`src/rtl/signal_phase_scheduler.sv`:
```
// Four-approach intersection sequencer: round-robin green service with minimum,
// sensor extension and cap, yellow and all-red clearance, and emergency preemption.
module signal_phase_scheduler #(
  parameter int GREEN_MIN = 10,
  parameter int GREEN_EXT = 10,
  parameter int GREEN_MAX = 40,
  parameter int YELLOW    = 3,
  parameter int ALLRED    = 2,
  parameter int CW        = 6
) (
  input  logic       clk,
  input  logic       rst,
  input  logic       tick,
  input  logic [8:1] sensors,
  input  logic       preempt,
  input  logic [1:0] preempt_dir,
  output logic [3:0] green,
  output logic [3:0] yellow,
  output logic       all_red,
  output logic [3:0] pending,
  output logic       phase_done,
  output logic [1:0] state_dbg
);

  // state_dbg encoding: 0 IDLE, 1 GREEN, 2 YELLOW, 3 ALLRED
  typedef enum logic [1:0] {
    S_IDLE   = 2'd0,
    S_GREEN  = 2'd1,
    S_YELLOW = 2'd2,
    S_ALLRED = 2'd3
  } state_e;

  localparam int CW1 = CW + 1;
  localparam logic [CW-1:0] T_ONE  = CW'(1);
  localparam logic [CW-1:0] T_GMIN = CW'(GREEN_MIN);
  localparam logic [CW-1:0] T_GEXT = CW'(GREEN_EXT);
  localparam logic [CW-1:0] T_YEL  = CW'(YELLOW);
  localparam logic [CW-1:0] T_AR   = CW'(ALLRED);
  localparam logic [CW:0]   EXT_W  = CW1'(GREEN_EXT);
  localparam logic [CW:0]   MAX_W  = CW1'(GREEN_MAX);

  state_e        state_q, state_d;
  logic [1:0]    cur_q, cur_d, sel;
  logic [CW-1:0] timer_q, timer_d;
  logic [CW-1:0] elapsed_q, elapsed_d, elapsed_inc;
  logic [3:0]    pending_q, pending_d;
  logic [3:0]    green_q, green_d, yellow_q, yellow_d;
  logic          all_red_q, all_red_d, phase_done_q, phase_done_d;
  logic [3:0]    sens_any, cur_oh, cur_d_oh;
  logic          cur_sensor, ext_ok, others_wait;
  logic          preempt_other, preempt_cur, timer_last, want_green;

  assign sens_any = {sensors[8] | sensors[7], sensors[6] | sensors[5],
                     sensors[4] | sensors[3], sensors[2] | sensors[1]};

  assign cur_oh        = 4'b0001 << cur_q;
  assign cur_d_oh      = 4'b0001 << cur_d;
  assign elapsed_inc   = (&elapsed_q) ? elapsed_q : elapsed_q + T_ONE;
  assign ext_ok        = ({1'b0, elapsed_inc} + EXT_W) <= MAX_W;
  assign cur_sensor    = sens_any[cur_q];
  assign others_wait   = |(pending_q & ~cur_oh);
  assign preempt_other = preempt && (preempt_dir != cur_q);
  assign preempt_cur   = preempt && (preempt_dir == cur_q);
  assign timer_last    = (timer_q == T_ONE);
  assign want_green    = (|pending_q) || preempt;

  // Round-robin search cur+1, cur+2, cur+3, then cur itself; the smallest
  // offset wins because it is assigned last. Preemption overrides.
  always_comb begin
    sel = cur_q;
    for (int i = 3; i >= 1; i--) begin
      if (pending_q[cur_q + 2'(i)]) sel = cur_q + 2'(i);
    end
    if (preempt) sel = preempt_dir;
  end

  always_comb begin
    state_d      = state_q;
    cur_d        = cur_q;
    timer_d      = timer_q;
    elapsed_d    = elapsed_q;
    phase_done_d = 1'b0;
    case (state_q)
      S_IDLE: begin
        if (want_green) begin
          state_d   = S_GREEN;
          cur_d     = sel;
          timer_d   = T_GMIN;
          elapsed_d = '0;
        end
      end
      S_GREEN: begin
        if (preempt_other) begin
          state_d = S_YELLOW;
          timer_d = T_YEL;
        end else if (tick) begin
          elapsed_d = elapsed_inc;
          // At timer==1 the phase end is re-evaluated on every tick, so an
          // unopposed green rests here without going to yellow.
          if (!preempt_cur) begin
            if (!timer_last) begin
              timer_d = timer_q - T_ONE;
            end else if (cur_sensor && ext_ok) begin
              timer_d = T_GEXT;
            end else if (others_wait) begin
              state_d = S_YELLOW;
              timer_d = T_YEL;
            end
          end
        end
      end
      S_YELLOW: begin
        if (tick) begin
          if (timer_last) begin
            state_d = S_ALLRED;
            timer_d = T_AR;
          end else begin
            timer_d = timer_q - T_ONE;
          end
        end
      end
      S_ALLRED: begin
        if (tick) begin
          if (!timer_last) begin
            timer_d = timer_q - T_ONE;
          end else begin
            phase_done_d = 1'b1;
            if (want_green) begin
              state_d   = S_GREEN;
              cur_d     = sel;
              timer_d   = T_GMIN;
              elapsed_d = '0;
            end else begin
              state_d = S_IDLE;
              timer_d = '0;
            end
          end
        end
      end
      default: state_d = S_IDLE;
    endcase
  end

  // Requests are ignored for the approach currently green; entering green clears.
  always_comb begin
    pending_d = pending_q | (sens_any & ~((state_q == S_GREEN) ? cur_oh : 4'b0000));
    if (state_d == S_GREEN && state_q != S_GREEN) pending_d = pending_d & ~cur_d_oh;
    green_d   = (state_d == S_GREEN)  ? cur_d_oh : 4'b0000;
    yellow_d  = (state_d == S_YELLOW) ? cur_d_oh : 4'b0000;
    all_red_d = (state_d == S_IDLE) || (state_d == S_ALLRED);
  end

  always_ff @(posedge clk) begin
    if (rst) begin
      state_q      <= S_IDLE;
      cur_q        <= 2'd0;
      timer_q      <= '0;
      elapsed_q    <= '0;
      pending_q    <= 4'b0000;
      green_q      <= 4'b0000;
      yellow_q     <= 4'b0000;
      all_red_q    <= 1'b1;
      phase_done_q <= 1'b0;
    end else begin
      state_q      <= state_d;
      cur_q        <= cur_d;
      timer_q      <= timer_d;
      elapsed_q    <= elapsed_d;
      pending_q    <= pending_d;
      green_q      <= green_d;
      yellow_q     <= yellow_d;
      all_red_q    <= all_red_d;
      phase_done_q <= phase_done_d;
    end
  end

  assign green      = green_q;
  assign yellow     = yellow_q;
  assign all_red    = all_red_q;
  assign pending    = pending_q;
  assign phase_done = phase_done_q;
  assign state_dbg  = state_q;

endmodule

```
`config.mk`:
```
export PLATFORM = sky130hd
export DESIGN_NAME = signal_phase_scheduler
export DESIGN_NICKNAME = d
export VERILOG_FILES = /design/src/rtl/signal_phase_scheduler.sv
export SDC_FILE = /design/constraint.sdc
export NUM_CORES = 1
export LEC_CHECK = 0
export ABC_CLOCK_PERIOD_IN_PS = 3400
export CORE_MARGIN = 4
export CORE_UTILIZATION = 58
export CTS_CLUSTER_DIAMETER = 60
export DETAILED_ROUTE_END_ITERATION = 16
export DONT_BUFFER_PORTS = 1
export PLACE_DENSITY = 0.76
export SETUP_SLACK_MARGIN = 0.02
export SLEW_MARGIN = 30
export SYNTH_ARGS = -nofsm -noshare
export SYNTH_HDL_FRONTEND = slang
export SYNTH_SLANG_ARGS = --single-unit
```
`constraint.sdc`:
```
create_clock -name clk -period 3.4 [get_ports clk]
set_input_delay 0.34 -clock clk [delete_from_list [all_inputs] [get_ports clk]]
set_output_delay 0.34 -clock clk [all_outputs]
set_load 0.1 [all_outputs]
```
==> impl_metrics.toml, run 1 <==
[placement]
gp_congestion = 0.8622
dp_hpwl_mm = 4.351
dp_cells = 345
port_buffers = 0

[synthesis]
syn_area_mm2 = 0.002310
synth-warning-count = 0
syn_area_per_cell_um2 = 7.777
synth_edf_count = 0
synthFlopType = "dfxtp_1"
synth_cells = 297
async_flop_share = 0
ys_seq_area_frac = 0.2600
ys_ff_latch = 30
yosysUniqueCellTypes = 64
synth_nets = 325

[global_route]
grt_pass1_vias = 2269
grt_overflow = 0
antenna_found_initial = 0
grt_usage = 0.2537
grt_max_degree = 23
grt_pass1_wl_mm = 10.46

[hold_path]
hp-start = "rst"
hold_class = "primary input to register"
hold_path_end = "elapsed_q[1]"
hold_depth = 1

[detailed_routing]
drt-vias-per-instance = 6.800
num_vias = 2414
first_iter_violations = 260
routed_wl_mm = 6.432
dr.pass1.iters = 5
antenna_left = 0
drt_drc_violations_left = 0
wl_per_cell_um = 18.12

[sta]
fin_setup_tns_ns = 0
fin_skew_ns = 0.002640
post-route-period-util = 0.9999
rsz0062_at_grt = "yes"
relSlewSlack = 0.3186
final-setup-viol-count = 0
min_period_ns = 3.400
final_hold_viol_count = 0
timing.fmax_mhz = 294.1
worst_slew_pin_slew_ns = 1.022
maxSlewViolCount = 0

[setup_path]
reg2reg_from = "elapsed_q[0]"
cp_max_fo = 4
r2r_slack_ns = 0.0002
cp-end-kind = "register"
cp_data_arrival_time_ns = 3.53
crit_chain = "ha_4 -> and3_4 -> and2_4 -> nand2_2 -> nand2_2 -> ha_4 -> nand2b_4 -> a21oi_2 -> a211oi_2 -> o311a_1 -> o311a_1 -> and4b_2 -> o31ai_4 -> ha_4 -> nor3b_4 -> a21oi_1"
cp_slowest_stage_delay_ns = 0.38
timing.rr.end = "pending[2]"
cp.required_ns = 3.53
cpMostUsedCell = "ha_4"
crit_slowest_cell = "o311a_1"
reg2reg_depth = 16
crit_path_start_kind = "register"
cp_top_family = "compound AO/OA/AOI/OAI gates"
critPathKind = "register to register"
path_buf_inv = 0

[layout]
final_common_cell = "nor2_1"
antenna_cells = 0
layout_common_cells = "29 x nor2_1, 28 x dfxtp_1, 20 x buf_4"
syn_to_final_growth_pct = 17.71
final_util = 0.7263
drive_gt1_frac = 0.2020
final_nets = 334
final-instance-count-excl-fill = 355
fill_cells = 303

[outcome]
status = "finished clean"

[floorplanning]
dieArea_mm2 = 0.005056
initial_core_util = 0.6170
chipWidth_um = 71.11
coreArea_mm2 = 0.003744
die_y_um = 71.11
boundaryPins = 30
fp-row-count = 22

[job]
drv_cap = 0

[clock_tree]
root_buffer = "clkbuf_8"
path_clk_slew_ns = 0.07
clock_latency_ns = 0.29
holdBufCountCts = 0
cts_tree = "yes"
htreeDepth = 2
cts_buffers = 5
cts_sinks = 30
clockBufferDepth = 2

[power]
p_leak_nw = 1.060
peakVddDrop_uv = 445.8
pwr_density_cell_mw_per_mm2 = 553.3
==> what timing repair did <==
| item | 4_1_cts | 5_1_grt |
|---|---|---|
| gates resized for setup | 12 | 15 |
| pin swaps | 5 | 12 |
| setup endpoints to repair | 6 | 10 |
| buffers inserted | 1 | 1 |
| endpoints found under the hold margin | 0 | 0 |
==> worst max path at each step <==
stage / start / end / slack (ns) / depth (start not counted)
2_1_floorplan: elapsed_q[0] / all_red / 0.05 / 17
3_3_place_gp: elapsed_q[0] / pending[2] / 0.03 / 16
3_5_place_dp: elapsed_q[0] / pending[2] / -0.07 / 16
4_1_cts: elapsed_q[1] / all_red / 0.04 / 15
5_1_grt: elapsed_q[0] / pending[2] / -0.12 / 16
6_report: elapsed_q[0] / pending[2] / 0.0002 / 16
==> stage by stage <==
stage	instance area (um2)	setup WS (ns)	hold slack [ns]	power, mW
final	2719	0.0002067	0.1105	1.504
after global routing	2719	-0.1225	0.1073	1.566
after CTS	2643	0.03687	0.1072	1.458
after detailed placement	2436	-0.07443	0.4168	0.9877
after global placement	2436	0.03100	0.4162	0.9812
after floorplan	2331	0.05301	0.4766	0.8900
==> cells in the mapped netlist (3+ instances only) <==
cell / number / area share
a21o_1: 3 / 0.0098
a21oi_1: 19 / 0.041
xor2_1: 3 / 0.011
nor2b_1: 4 / 0.011
o22ai_1: 7 / 0.019
and3_1: 5 / 0.014
ha_1: 14 / 0.076
nand4_1: 3 / 0.0081
o211ai_1: 3 / 0.0098
nor4b_1: 4 / 0.015
nand3_1: 7 / 0.015
a22oi_1: 7 / 0.023
nor3_1: 9 / 0.020
nand2_1: 17 / 0.028
dfxtp_1: 30 / 0.26
o311a_1: 4 / 0.017
nor3b_1: 3 / 0.0098
and4_1: 6 / 0.023
inv_1: 18 / 0.029
nor4_1: 5 / 0.014
nor2_1: 29 / 0.047
o21ai_0: 16 / 0.035
and2_1: 8 / 0.022
a31oi_1: 6 / 0.016
clkbuf_1: 9 / 0.015
buf_2: 6 / 0.013
nand2b_1: 4 / 0.011
==> registers in the layout, summed over array words and instances, names as in the netlist <==
| signal | count |
|---|---|
| yellow | 4 |
| phase_done | 1 |
| green | 4 |
| timer_q | 6 |
| pending | 4 |
| cur_q | 2 |
| state_dbg | 2 |
| elapsed_q | 6 |
| all_red | 1 |
==> area by class of cell <==
type                       instances  area (um2)  area share
clock buffer                       6       82.58     0.03037
multi-input combinational        230        1684      0.6194
tap                               48       60.06     0.02209
clock inverter                     2       60.06     0.02209
timing repair buffer              21       161.4     0.05936
sequential                        30       603.1      0.2218
inverter                          18       67.56     0.02485
==> kinds of logic after synthesis <==
family / count (synthesis) / share of synthesized area
buffers and inverters: 37 / 0.07150
XOR/XNOR: 5 / 0.01896
AND/OR/NAND/NOR: 113 / 0.2671
adder cells (fa/ha/maj): 14 / 0.07584
flip-flops: 30 / 0.2600
multiplexers: 3 / 0.01896
AO/OA/AOI/OAI: 95 / 0.2877
==> routing by layer <==
metal  share of wire  wire, um  GRT usage
met5               0         0          0
met2            0.48      3109     0.4253
met1            0.42      2695     0.3131
met3           0.078       504    0.05398
met4           0.019       122     0.1086
==> where the power goes <==
part	total [mW]	internal, mW	switching (mW)
registers	0.500	0.388	0.112
clock network	0.463	0.313	0.150
logic	0.542	0.194	0.348
No activity file was read; power rests on OpenSTA's default activity.
==> run 2: changes to the inputs <==
- CORE_UTILIZATION: 58 -> 47
- GPL_TIMING_DRIVEN: not set -> 1
- PLACE_DENSITY: 0.76 -> not set
==> run 2 against run 1 <==
Combinational power shrank 0.9%. Sequential power shrank 3%. Sequential cell count is the same. Critical path depth is the same. Worst hold slack gained 0.0064 ns. Clock power shrank 34%. Sequential share of layout area grew 0.38 points. First-iteration DRC count shrank 38%. Power shrank 11%. Largest cell class unchanged. Largest power group unchanged.
==> impl_metrics.toml, run 2 (same netlist as run 1, synthesis figures left out) <==
[outcome]
status = "finished clean"

[layout]
drive_gt1_frac = 0.1961
final-seq-area_um2 = 603.1
fill_cells = 460
final_nets = 338
final_common_cell = "nor2_1"
reg_top3 = "elapsed_q x6, timer_q x6"
final-instance-count-excl-fill = 378
antenna_cells = 0
stdcell_area_mm2 = 0.002673
layout_common_cells = "29 x nor2_1, 28 x dfxtp_1, 24 x buf_4"
multi_input_area_mm2 = 0.001632
final_util = 0.5621
syn_to_final_growth_pct = 15.71

[power]
p_leak_nw = 1.046
p_total_mw = 1.332
intPower_uw = 740.8
switching_share = 0.4439
p_sw_uw = 591.3
pwr_density_cell_mw_per_mm2 = 498.5
seqPwrFrac = 0.366
pwr-share-comb = 0.403
pwr-share-clk = 0.231
peakVddDrop_uv = 309.8

[clock_tree]
root_buffer = "clkbuf_8"
holdBufCountCts = 0
cts_tree = "yes"
clockBufferDepth = 2
clock_latency_ns = 0.29
path_clk_slew_ns = 0.07
cts_sinks = 30
cts_buffers = 5
htreeDepth = 2

[sta]
timing.fmax_mhz = 299.7
worst_slew_pin_slew_ns = 0.9448
final_hold_viol_count = 0
rsz0062_at_grt = "yes"
post-route-period-util = 0.9814
fin_setup_tns_ns = 0
fin_skew_ns = 0.005535
min_period_ns = 3.337
maxSlewViolCount = 0
final-setup-viol-count = 0
relSlewSlack = 0.3692

[placement]
dp_cells = 368
port_buffers = 0
dp_hpwl_mm = 4.640
gp_congestion = 0.9206
placed_area_mm2 = 0.002490

[floorplanning]
chipWidth_um = 78.10
dieArea_mm2 = 0.006100
boundaryPins = 30
fp-row-count = 25
die_y_um = 78.10
coreArea_mm2 = 0.004755
initial_core_util = 0.4858

[detailed_routing]
routed.top_layer = "met4"
routed_wl_mm = 6.389
wl_met2_mm = 2.917
first_iter_violations = 161
wl_met1_mm = 2.871
dr.pass1.iters = 4
num_vias = 2328
antenna_left = 0
drt_drc_violations_left = 0
drt-vias-per-instance = 6.159
wl_per_cell_um = 16.90
dr_wl_met3_um = 376

[setup_path]
crit_slowest_cell = "dfxtp_2"
crit_chain = "ha_4 -> and3_4 -> and2_4 -> nand2_2 -> nand2_2 -> ha_4 -> nand2b_4 -> a21oi_2 -> a211oi_2 -> o311a_1 -> o311a_1 -> and4b_2 -> buf_6 -> o31a_1 -> ha_2 -> nor4b_2"
cp_slowest_stage_delay_ns = 0.34
cp_max_fo = 4
critPathKind = "register to register"
crit_path_start_kind = "register"
cp-end-kind = "register"
cp_data_arrival_time_ns = 3.50
cp.required_ns = 3.56

[hold_path]
hold_class = "primary input to register"

[global_route]
grt_max_degree = 23
grt_usage = 0.2129
grt_overflow = 0
antenna_found_initial = 0
grt_pass1_wl_mm = 10.61
grt_pass1_vias = 2269

[job]
drv_cap = 0
[run 2: repair_timing]
action / in CTS / in global routing
hold endpoints to repair: 0 / 0
setup endpoints to repair: 7 / 11
gates resized for setup: 10 / 8
pin swaps: 5 / 1
setup buffers: 1 / 1
[run 2: metrics by stage]
stage | setup WS, ns | hold WS [ns]
2_1_floorplan | 0.05301 | 0.4766
3_3_place_gp | 0.08625 | 0.4160
3_5_place_dp | -0.008778 | 0.4162
4_1_cts | 0.03416 | 0.1058
5_1_grt | -0.05161 | 0.1106
6_report | 0.06333 | 0.1169
[run 2: per-layer routing]
layer  global-route usage  up-vias
met4              0.09266        0
met2               0.3476       84
met5                    0        -
met1               0.2731     1086
met3              0.04014       22
li1                     -     1136
[run 2: power by group through the flow]
stage                     Sequential, mW  Combinational, mW  Clock, mW
final                              0.487              0.537      0.307
after global routing               0.493              0.589      0.324
after CTS                          0.488              0.527      0.314
after detailed placement           0.494              0.518          0
after global placement             0.494              0.517          0
after floorplan                    0.571              0.319          0
[run 2: cell type report]
class                   instances  share of cell area
clock inverters                 2            0.004682
repair buffers                 25             0.07163
clock buffers                   6             0.03090
inverters                      18             0.02528
well taps                      67             0.03137
multi-input cells             230              0.6105
flip-flops and latches         30              0.2257
[run 2: final timing paths]
path / startpoint / end / slack [ns] / depth (start not counted)
worst min-delay path: rst / elapsed_q[5] / 0.12 / 1
worst min register to register: timer_q[4] / timer_q[4] / 0.52 / 2
worst max-delay path: elapsed_q[1] / yellow[2] / 0.06 / 16
worst max register to register: elapsed_q[1] / yellow[2] / 0.06 / 16
[run 2: worst max-delay path: cells and delay by family, from the launching register on]
family                   cells  cell delay [ns]
AO/OA/AOI/OAI                5             1.07
AND/OR/NAND/NOR              7             1.06
adder cells (fa/ha/maj)      3             0.60
flip-flops                   1             0.34
buffers and inverters        1             0.12
